==> src/rtl/rv32i_pkg.sv <==
// Shared RV32I decode constants: opcodes, funct3/funct7 encodings and
// the immediate-format selection used by the decode stage.
package rv32i_pkg;

    // Major opcodes (ir[6:0])
    localparam logic [6:0] OPC_LUI      = 7'b0110111;
    localparam logic [6:0] OPC_AUIPC    = 7'b0010111;
    localparam logic [6:0] OPC_JAL      = 7'b1101111;
    localparam logic [6:0] OPC_JALR     = 7'b1100111;
    localparam logic [6:0] OPC_BRANCH   = 7'b1100011;
    localparam logic [6:0] OPC_LOAD     = 7'b0000011;
    localparam logic [6:0] OPC_STORE    = 7'b0100011;
    localparam logic [6:0] OPC_OP_IMM   = 7'b0010011;
    localparam logic [6:0] OPC_OP       = 7'b0110011;
    localparam logic [6:0] OPC_MISC_MEM = 7'b0001111;
    localparam logic [6:0] OPC_SYSTEM   = 7'b1110011;

    // BRANCH funct3
    localparam logic [2:0] F3_BEQ  = 3'b000;
    localparam logic [2:0] F3_BNE  = 3'b001;
    localparam logic [2:0] F3_BLT  = 3'b100;
    localparam logic [2:0] F3_BGE  = 3'b101;
    localparam logic [2:0] F3_BLTU = 3'b110;
    localparam logic [2:0] F3_BGEU = 3'b111;

    // LOAD funct3
    localparam logic [2:0] F3_LB  = 3'b000;
    localparam logic [2:0] F3_LH  = 3'b001;
    localparam logic [2:0] F3_LW  = 3'b010;
    localparam logic [2:0] F3_LBU = 3'b100;
    localparam logic [2:0] F3_LHU = 3'b101;

    // STORE funct3
    localparam logic [2:0] F3_SB = 3'b000;
    localparam logic [2:0] F3_SH = 3'b001;
    localparam logic [2:0] F3_SW = 3'b010;

    // SYSTEM funct3: 000 is the privileged group, 100 is unassigned
    localparam logic [2:0] F3_PRIV   = 3'b000;
    localparam logic [2:0] F3_CSRRW  = 3'b001;
    localparam logic [2:0] F3_CSRRS  = 3'b010;
    localparam logic [2:0] F3_CSRRC  = 3'b011;
    localparam logic [2:0] F3_RSVD   = 3'b100;
    localparam logic [2:0] F3_CSRRWI = 3'b101;
    localparam logic [2:0] F3_CSRRSI = 3'b110;
    localparam logic [2:0] F3_CSRRCI = 3'b111;

    // OP-IMM shift funct3
    localparam logic [2:0] F3_SLLI  = 3'b001;
    localparam logic [2:0] F3_SRXI  = 3'b101;
    // OP funct3 allowed with the alternate funct7 (SUB, SRA)
    localparam logic [2:0] F3_ADDSUB = 3'b000;
    localparam logic [2:0] F3_SRLSRA = 3'b101;

    // funct7
    localparam logic [6:0] F7_ZERO = 7'b0000000;
    localparam logic [6:0] F7_ALT  = 7'b0100000;

    typedef enum logic [2:0] {
        FMT_NONE,
        FMT_I,
        FMT_S,
        FMT_B,
        FMT_U,
        FMT_J
    } imm_fmt_e;

    // Immediate format implied by the major opcode; OP, MISC-MEM and
    // unknown opcodes carry no immediate.
    function automatic imm_fmt_e imm_fmt(input logic [6:0] opc);
        imm_fmt_e f;
        case (opc)
            OPC_JALR, OPC_LOAD, OPC_OP_IMM, OPC_SYSTEM: f = FMT_I;
            OPC_STORE:                                  f = FMT_S;
            OPC_BRANCH:                                 f = FMT_B;
            OPC_LUI, OPC_AUIPC:                         f = FMT_U;
            OPC_JAL:                                    f = FMT_J;
            default:                                    f = FMT_NONE;
        endcase
        return f;
    endfunction

endpackage

==> src/rtl/rv32i_id_stage_if.sv <==
// Decode-stage bundle: instruction word in, decoded fields and flags out.
interface rv32i_id_stage_if;
    logic [31:0] ir;
    logic [4:0]  rs1;
    logic [4:0]  rs2;
    logic [4:0]  rd;
    logic [6:0]  opcode;
    logic [2:0]  funct3;
    logic [6:0]  funct7;
    logic [11:0] csr_addr;
    logic [31:0] imm;
    logic        wr_reg_n;
    logic        wr_csr_n;
    logic        illegal_ir;

    // Pipeline side supplying the instruction and consuming the decode
    modport master (
        output ir,
        input  rs1, rs2, rd, opcode, funct3, funct7, csr_addr, imm,
               wr_reg_n, wr_csr_n, illegal_ir
    );

    // Decoder side
    modport slave (
        input  ir,
        output rs1, rs2, rd, opcode, funct3, funct7, csr_addr, imm,
               wr_reg_n, wr_csr_n, illegal_ir
    );
endinterface

==> src/rtl/rv32i_id_stage_imm_gen.sv <==
// Immediate generator: reassembles and sign-extends the immediate field
// according to the instruction format implied by the opcode.
module imm_gen
    import rv32i_pkg::*;
(
    input  logic [31:0] ir,
    output logic [31:0] imm
);

    imm_fmt_e fmt;

    assign fmt = imm_fmt(ir[6:0]);

    // Format mux; ir[31] is the sign bit for every signed format
    always_comb begin
        imm = 32'h0;
        case (fmt)
            FMT_I:   imm = {{20{ir[31]}}, ir[31:20]};
            FMT_S:   imm = {{20{ir[31]}}, ir[31:25], ir[11:7]};
            FMT_B:   imm = {{19{ir[31]}}, ir[31], ir[7], ir[30:25], ir[11:8], 1'b0};
            FMT_U:   imm = {ir[31:12], 12'h000};
            FMT_J:   imm = {{11{ir[31]}}, ir[31], ir[19:12], ir[20], ir[30:21], 1'b0};
            default: imm = 32'h0;
        endcase
    end

endmodule

==> src/rtl/rv32i_id_stage.sv <==
// RV32I instruction decode: raw field extraction, immediate generation,
// active-low write enables and the illegal-instruction flag. Purely
// combinational; clk/rst are accepted for pipeline uniformity only.
module rv32i_id_stage
    import rv32i_pkg::*;
(
    input  logic            clk,
    input  logic            rst,
    rv32i_id_stage_if.slave id
);

    logic [6:0] opc;
    logic [2:0] f3;
    logic [6:0] f7;
    logic       csr_op;
    logic       rd_nz;

    // No state here: clk and rst are deliberately left without effect
    logic unused_clk_rst;
    assign unused_clk_rst = clk ^ rst;

    assign opc = id.ir[6:0];
    assign f3  = id.ir[14:12];
    assign f7  = id.ir[31:25];

    // Raw fields are passed through regardless of format or legality
    assign id.rs1      = id.ir[19:15];
    assign id.rs2      = id.ir[24:20];
    assign id.rd       = id.ir[11:7];
    assign id.opcode   = opc;
    assign id.funct3   = f3;
    assign id.funct7   = f7;
    assign id.csr_addr = id.ir[31:20];

    imm_gen u_imm_gen (
        .ir  (id.ir),
        .imm (id.imm)
    );

    // Any non-privileged SYSTEM encoding is treated as a CSR access, even
    // the reserved funct3=100; the trap path catches it via illegal_ir.
    assign csr_op = (opc == OPC_SYSTEM) && (f3 != F3_PRIV);
    assign rd_nz  = (id.ir[11:7] != 5'd0);

    assign id.wr_csr_n = ~csr_op;

    // Register-file write enable: opcodes that produce a result in rd
    always_comb begin
        id.wr_reg_n = 1'b1;
        case (opc)
            OPC_LUI, OPC_AUIPC, OPC_JAL, OPC_JALR,
            OPC_LOAD, OPC_OP_IMM, OPC_OP: id.wr_reg_n = ~rd_nz;
            OPC_SYSTEM:                   id.wr_reg_n = ~(rd_nz && csr_op);
            default:                      id.wr_reg_n = 1'b1;
        endcase
    end

    // Legality check per opcode; unknown opcodes (incl. ir[1:0] != 11) trap
    always_comb begin
        id.illegal_ir = 1'b0;
        case (opc)
            OPC_LUI, OPC_AUIPC, OPC_JAL, OPC_MISC_MEM: id.illegal_ir = 1'b0;
            OPC_JALR:   id.illegal_ir = (f3 != 3'b000);
            OPC_BRANCH: id.illegal_ir = (f3 == 3'b010) || (f3 == 3'b011);
            OPC_LOAD:   id.illegal_ir = (f3 == 3'b011) || (f3 == 3'b110) ||
                                        (f3 == 3'b111);
            OPC_STORE:  id.illegal_ir = (f3 > F3_SW);
            OPC_OP_IMM: begin
                if (f3 == F3_SLLI)
                    id.illegal_ir = (f7 != F7_ZERO);
                else if (f3 == F3_SRXI)
                    id.illegal_ir = (f7 != F7_ZERO) && (f7 != F7_ALT);
                else
                    id.illegal_ir = 1'b0;
            end
            OPC_OP: begin
                if (f7 == F7_ALT)
                    id.illegal_ir = (f3 != F3_ADDSUB) && (f3 != F3_SRLSRA);
                else
                    id.illegal_ir = (f7 != F7_ZERO);
            end
            OPC_SYSTEM: id.illegal_ir = (f3 == F3_PRIV) || (f3 == F3_RSVD);
            default:    id.illegal_ir = 1'b1;
        endcase
    end

endmodule

==> src/flat_wrapper.sv <==
// flat-port wrapper written by rule: the top's interface ports become plain ports
module rv32i_id_stage_flat import rv32i_pkg::*;
  (clk, rst, id_ir, id_rs1, id_rs2, id_rd, id_opcode, id_funct3, id_funct7, id_csr_addr, id_imm, id_wr_reg_n, id_wr_csr_n, id_illegal_ir);
  rv32i_id_stage_if id_i ();
  input  logic clk;
  input  logic rst;
  input wire logic [$bits(id_i.ir)-1:0] id_ir;
  output wire logic [$bits(id_i.rs1)-1:0] id_rs1;
  output wire logic [$bits(id_i.rs2)-1:0] id_rs2;
  output wire logic [$bits(id_i.rd)-1:0] id_rd;
  output wire logic [$bits(id_i.opcode)-1:0] id_opcode;
  output wire logic [$bits(id_i.funct3)-1:0] id_funct3;
  output wire logic [$bits(id_i.funct7)-1:0] id_funct7;
  output wire logic [$bits(id_i.csr_addr)-1:0] id_csr_addr;
  output wire logic [$bits(id_i.imm)-1:0] id_imm;
  output wire logic [$bits(id_i.wr_reg_n)-1:0] id_wr_reg_n;
  output wire logic [$bits(id_i.wr_csr_n)-1:0] id_wr_csr_n;
  output wire logic [$bits(id_i.illegal_ir)-1:0] id_illegal_ir;
  assign id_i.ir = id_ir;
  assign id_rs1 = id_i.rs1;
  assign id_rs2 = id_i.rs2;
  assign id_rd = id_i.rd;
  assign id_opcode = id_i.opcode;
  assign id_funct3 = id_i.funct3;
  assign id_funct7 = id_i.funct7;
  assign id_csr_addr = id_i.csr_addr;
  assign id_imm = id_i.imm;
  assign id_wr_reg_n = id_i.wr_reg_n;
  assign id_wr_csr_n = id_i.wr_csr_n;
  assign id_illegal_ir = id_i.illegal_ir;
  rv32i_id_stage u_core (.clk(clk), .rst(rst), .id(id_i));
endmodule
==> config.mk <==
export PLATFORM = sky130hd
export DESIGN_NAME = rv32i_id_stage_flat
export DESIGN_NICKNAME = d
export VERILOG_FILES = /design/src/rtl/rv32i_pkg.sv /design/src/rtl/rv32i_id_stage_if.sv /design/src/rtl/rv32i_id_stage_imm_gen.sv /design/src/rtl/rv32i_id_stage.sv /design/src/flat_wrapper.sv
export SDC_FILE = /design/constraint.sdc
export NUM_CORES = 1
export LEC_CHECK = 0
export ABC_AREA = 1
export CORE_ASPECT_RATIO = 0.7
export CORE_MARGIN = 8
export CORE_UTILIZATION = 35
export DETAILED_ROUTE_END_ITERATION = 12
export GPL_ROUTABILITY_DRIVEN = 0
export PLACE_DENSITY = 0.89
export SETUP_SLACK_MARGIN = 0.3
export SYNTH_ARGS = -nofsm -noshare
export SYNTH_HDL_FRONTEND = slang
export SYNTH_HIERARCHICAL = 1
export SYNTH_SLANG_ARGS = --single-unit
export TNS_END_PERCENT = 10
==> constraint.sdc <==
create_clock -name vclk -period 2.49
set_clock_uncertainty 0.15 [all_clocks]
set_input_delay 0.498 -clock vclk [all_inputs]
set_output_delay 0.498 -clock vclk [all_outputs]
set_load 0.05 [all_outputs]
## Yosys cells after proc, flatten, opt, wreduce, memory -nomap -nowiden

Cells that the tools add are included.

| word-level totals | value |
|---|---|
| output and inout port bits | 79 |
| input port bits | 34 |
| register bits | 0 |
| word-level logic and storage cells | 53 |

| cells by class | value |
|---|---|
| muxes and demuxes | 7 |
| magnitude comparators | 1 |
| reduce and logical (&&, ||, !) cells | 16 |
| eq/ne operators | 26 |
| bitwise gates (word level) | 3 |

Operators by type and width:

| operator | number |
|---|---|
| case mux 32 bit (5 select lines) | 1 |
| equality test 7 x 6 -> 1 bit, second input constant | 4 |
| equality test 7 bit, second input constant | 4 |
| equality test 3 bit, second input constant | 6 |
| case mux 3 bit (5 select lines) | 1 |
| equality test 7 x 5 -> 1 bit, second input constant | 2 |
| equality test 3 x 2 -> 1 bit, second input constant | 4 |
| case mux 1 bit (8 select lines) | 1 |
| OR reduction 4 bit | 2 |
| equality test 7 x 2 -> 1 bit, second input constant | 1 |
| equality test 7 x 4 -> 1 bit, second input constant | 1 |
| != test 7 x 6 -> 1 bit, second input constant | 1 |
| nonzero test 7 bit | 1 |
| OR reduction 7 bit | 1 |
| equality test 3 x 1 -> 1 bit, second input constant | 2 |
| nonzero test 5 bit | 1 |
| logical AND 1 bit | 4 |
| logical OR 1 bit | 4 |
| greater-than comparator 3 x 2 -> 1 bit, second input constant | 1 |
| logical NOT 3 bit | 1 |
| two-way mux 1 bit | 3 |
| != test 3 bit, second input constant | 1 |
| NOT 1 bit | 3 |
| nonzero test 3 bit | 1 |
| 2 further kinds | 2 |

## Logic depth before layout (Yosys ltp)

| depth | value |
|---|---|
| depth after elaboration | 5 |
| depth in mapped cells | 9 |
| mapped depth without buffers | 9 |

## By module

Netlist, hierarchy kept.

Modules (own cells, without submodules):

| module | cells an instance | sequential area each (um^2) | area an instance (um^2) | instances |
|---|---|---|---|---|
| imm_gen | 215 | 0.0 | 943.4 | 1 |
| rv32i_id_stage | 127 | 0.0 | 691.9 | 1 |

## Least setup slack after synthesis

OpenSTA, ideal clock, no wires.

| path | value |
|---|---|
| path kind | input -> output |
| from | input id_ir[1] |
| to | output id_wr_reg_n |
| path slack | 0.244 ns |
| data arrival time | 1.598 ns |
| stages on the path | 7 |
| data required time | 1.842 ns |
| buffers on the path | 0 |
| cell sequence | nand2_2 inv_2 nand2_1 nor2_2 nor2_1 nand2_1 o21ai_1 |

| between the ends | value |
|---|---|
| cells in the longest elaborated chain, start to end | 5 |

Ends and longest elaborated chain:

| element | line | text |
|---|---|---|
| start: declaration | flat_wrapper.sv:7 | `input wire logic [$bits(id_i.ir)-1:0] id_ir;` |
| branches (longest 4 deep; another with equality test 7 x 6 -> 1 bit) | -- |  |
| case mux 1 bit (2 select lines) (*) | rv32i_id_stage.sv:50 | `case (opc)` |
| end: declaration | flat_wrapper.sv:16 | `output wire logic [$bits(id_i.wr_reg_n)-1:0] id_wr_reg_n;` |

Mark *: on every way between the ends.

## Worst setup path after layout

| path | value |
|---|---|
| from | input id_ir[3] |
| to | output id_imm[9] |

| between the ends | value |
|---|---|
| cells in the longest elaborated chain, start to end | 5 |

Ends and longest elaborated chain:

| element | line | text |
|---|---|---|
| equality test 7 bit (tied with other cells) | rv32i_pkg.sv:72 | `case (opc)` |
| OR reduction 4 bit / OR reduction 2 bit (equally long branches) | rv32i_pkg.sv:72 |  |
| case mux 3 bit (5 select lines) (*) | rv32i_pkg.sv:72 |  |
| equality test 3 bit (tied with other cells) | rv32i_id_stage_imm_gen.sv:17 | `case (fmt)` |
| case mux 32 bit (5 select lines) (*) | rv32i_id_stage_imm_gen.sv:17 |  |
| end: declaration | flat_wrapper.sv:15 | `output wire logic [$bits(id_i.imm)-1:0] id_imm;` |

Every way passes the cells marked *; elsewhere a longest branch is shown, timed or not.

==> flow_results.xml <==
<?xml version="1.0" encoding="UTF-8"?>
<metrics>
  <group name="layout">
    <metric name="diodes_inserted" unit="">0</metric>
    <metric name="area_delta_synth_final" unit="%">162</metric>
    <metric name="final_nets" unit="">501</metric>
    <metric name="multiInputGateArea" unit="um^2">1480</metric>
    <metric name="layout_clock_buffers" unit="">0</metric>
    <metric name="mostFrequentLayoutCell" unit="">buf_12</metric>
    <metric name="number_of_sequential_cells_in_the_layout" unit="">0</metric>
    <metric name="fill_cells" unit="">77</metric>
    <metric name="layout.cell_area.non_filler" unit="um^2">4290</metric>
    <metric name="ff_latch_area" unit="um^2">0</metric>
    <metric name="layout.cells.most_common_list" unit="">buf_12 (84), nand2_1 (69), nand3_1 (56), buf_4 (46), nand2_2 (33)</metric>
    <metric name="drive_above_1_share" unit="%">59.4</metric>
    <metric name="stdcell_count" unit="">520</metric>
  </group>
  <group name="synthesis">
    <metric name="proportion_of_synthesized_chip_area_in_sequential_cells" unit="%">0</metric>
    <metric name="post_synthesis_net_count" unit="">376</metric>
    <metric name="number_of_unique_standard_cell_types_used_by_synthesis" unit="">20</metric>
    <metric name="synthesis.area" unit="um^2">1640</metric>
    <metric name="postSynthCellCount" unit="">342</metric>
    <metric name="synth_top_area_cell" unit="">nand2_1</metric>
    <metric name="synth_area_per_cell" unit="um^2">4.78</metric>
    <metric name="synth-warning-count" unit="">6</metric>
    <metric name="synth_top_area_share" unit="%">24.3</metric>
    <metric name="top_area_cells_in_the_synthesized_netlist" unit="">nand2_1 (24%), buf_4 (21%), nand3_1 (18%), nor2_1 (15%), inv_1 (5.0%)</metric>
  </group>
  <group name="hold_path">
    <metric name="holdCritPathClass" unit="">in2out</metric>
    <metric name="timing.hold.worst_path_depth" unit="">3</metric>
    <metric name="timing.hold.worst.start" unit="">id_ir[3]</metric>
    <metric name="worst_hold_path.endpoint" unit="">id_opcode[3]</metric>
  </group>
  <group name="timing">
    <metric name="tns" unit="ns">-0.220</metric>
    <metric name="worst_pin_slew" unit="ns">0.319</metric>
    <metric name="timing.final.setup_violations" unit="">4</metric>
    <metric name="timing.max_slew.rel_slack" unit="%">78.7</metric>
    <metric name="hold_viol" unit="">0</metric>
    <metric name="final_min_period_over_clock_period" unit="%">103</metric>
    <metric name="post-route-worst-setup-slack" unit="ns">-0.0849</metric>
    <metric name="final_period_minus_worst_setup_slack" unit="ns">2.57</metric>
    <metric name="achievable-frequency" unit="MHz">388</metric>
    <metric name="final_max_slew_viol_count" unit="">0</metric>
    <metric name="unrepaired_setup_endpoints_after_global_routing" unit="">yes</metric>
  </group>
  <group name="global_routing">
    <metric name="groute.layer.met2.usage" unit="%">54.6</metric>
    <metric name="global_route.usage.met3" unit="%">8.95</metric>
    <metric name="grt_pass1_vias" unit="">3186</metric>
    <metric name="wire_length_of_the_first_global_routing_pass" unit="mm">17.5</metric>
    <metric name="antenna_violations_before_repair" unit="">0</metric>
    <metric name="top_usage_layer" unit="">met2</metric>
    <metric name="grt_overflow" unit="">0</metric>
    <metric name="grt_max_degree" unit="">21</metric>
    <metric name="grt_util_met1" unit="%">31.3</metric>
    <metric name="grt_use_total" unit="%">30.6</metric>
  </group>
  <group name="place">
    <metric name="dpl_cell_area" unit="um^2">3540</metric>
    <metric name="hpwl" unit="mm">6.48</metric>
    <metric name="number_of_buffers_added_on_ports" unit="">111</metric>
    <metric name="placed_cell_count" unit="">492</metric>
  </group>
  <group name="critical_path">
    <metric name="critical_path.startpoint" unit="">id_ir[3]</metric>
    <metric name="crit_path_end_kind" unit="">output port</metric>
    <metric name="critical_path_required" unit="ns">1.84</metric>
    <metric name="worstSetupStartpointType" unit="">input pin</metric>
    <metric name="critPathArrivalTime" unit="ns">1.93</metric>
    <metric name="cp_max_fanout" unit="">20</metric>
    <metric name="criticalPathCategory" unit="">in2out</metric>
  </group>
  <group name="power">
    <metric name="p_int" unit="mW">0.333</metric>
    <metric name="combinationalPowerShare" unit="%">100.0</metric>
    <metric name="total_switching_power" unit="mW">0.434</metric>
    <metric name="leakagePower" unit="nW">2.19</metric>
    <metric name="sequential_share_of_power" unit="%">0</metric>
    <metric name="clk_pwr_share" unit="%">0</metric>
    <metric name="power.switching_fraction" unit="%">56.6</metric>
    <metric name="cellPowerDensity" unit="nW/um^2">179</metric>
    <metric name="max-vdd-ir-drop" unit="mV">0.146</metric>
  </group>
  <group name="clock_tree">
    <metric name="cts-hold-fix-buffers" unit="">0</metric>
  </group>
  <group name="floorplanning">
    <metric name="io-pin-count" unit="">113</metric>
    <metric name="fp-row-count" unit="">20</metric>
    <metric name="chipHeight" unit="um">73.2</metric>
    <metric name="die_w" unit="um">97.7</metric>
    <metric name="initial_util" unit="%">36.9</metric>
    <metric name="floorplan_die_area" unit="um^2">7150</metric>
    <metric name="core-area" unit="um^2">4430</metric>
  </group>
  <group name="route">
    <metric name="route.detailed.wl_per_inst" unit="um">27.5</metric>
    <metric name="drcViolationCount" unit="">0</metric>
    <metric name="wl" unit="mm">14.3</metric>
    <metric name="count_of_tritonroute_iterations_in_the_first_routing_pass" unit="">7</metric>
    <metric name="total_via_count_in_the_routed_design" unit="">3419</metric>
    <metric name="final_antenna_net_count" unit="">0</metric>
    <metric name="detail_route.vias_per_cell" unit="">6.58</metric>
    <metric name="drt_iter0_markers" unit="">685</metric>
  </group>
  <group name="status">
    <metric name="outcome" unit="">complete, but fails checks</metric>
    <metric name="failed_checks" unit="">setup timing</metric>
  </group>
  <group name="flow_run">
    <metric name="maxCapViolCount" unit="">0</metric>
  </group>
</metrics>
## power by group through the flow
stage / Sequential, mW / Combinational, mW / Clock (mW)
global placement: 0 / 0.640 / 0
floorplan: 0 / 0.317 / 0
CTS: 0 / 0.692 / 0
finish: 0 / 0.767 / 0
global route: 0 / 0.781 / 0
detailed placement: 0 / 0.655 / 0
## synth_stat cells
library cell and count:
nand2_2 6, inv_1 22, clkinv_1 1, o21ai_1 1, nor3_1 2, nor2_1 64, nor2_4 4, nand2_4 1
inv_2 7, nor2_2 5, clkbuf_1 1, nand4_1 1, o21ai_0 1, a21oi_1 1, buf_6 2, and3_1 1
buf_2 10, nand3_1 60, buf_4 46, nand2_1 106
## how the worst max path moves through the flow
stage / end / slack [ns] / depth (start not counted)
after global routing: id_imm[9] / -0.16 / 12
after floorplan: id_imm[11] / 0.39 / 8
after detailed placement: id_imm[8] / -0.30 / 10
after CTS: id_imm[15] / 0.16 / 12
after global placement: id_imm[11] / -0.23 / 10
final: id_imm[9] / -0.08 / 12
## metrics by stage
step	hold WS, ns	utilization, %	power (mW)	worst slack (ns)
after floorplan	1.01	-	0.317	0.391
after detailed placement	1.51	79.8	0.655	-0.301
final	1.20	96.9	0.767	-0.0849
after global routing	1.20	96.9	0.781	-0.163
after global placement	1.51	79.8	0.640	-0.229
after CTS	1.18	91.8	0.692	0.162
## worst max-delay path, stage by stage
cell and delay (ns):
buf_12 0.10, inv_8 0.03, nand2_4 0.07, nor2_4 0.03, buf_6 0.11, buf_4 0.14, buf_12 0.15, nand3_1 0.09
nand2_1 0.15, nor2_1 0.21, nand2_1 0.15, buf_12 0.18
## layout make-up
| class | count | area share [%] |
|---|---|---|
| timing repair buffer | 182 | 60.9 |
| multi-input combinational | 253 | 34.5 |
| inverter | 30 | 2.97 |
| tap | 55 | 1.60 |
## metal layers
layer  vias to the layer above  share of wire (%)
met5                         -                  0
met2                       457                 43
met4                         0                 10
li1                       1265                  -
met3                       184                 14
met1                      1513                 33
## repair_timing
| action | in CTS | in global routing |
|---|---|---|
| setup endpoints to repair | 35 | 35 |
| endpoints found under the hold margin | 0 | 0 |
| gates cloned | 6 | 0 |
| resized for setup | 145 | 77 |
| pin swaps | 24 | 27 |
| setup buffers | 13 | 9 |
## cell families after synthesis
logic type / Yosys count / synth area share, %
simple gates: 250 / 66.4
compound gates: 3 / 0.917
buf+inv: 89 / 32.7
No activity file was read; power rests on OpenSTA's default activity.
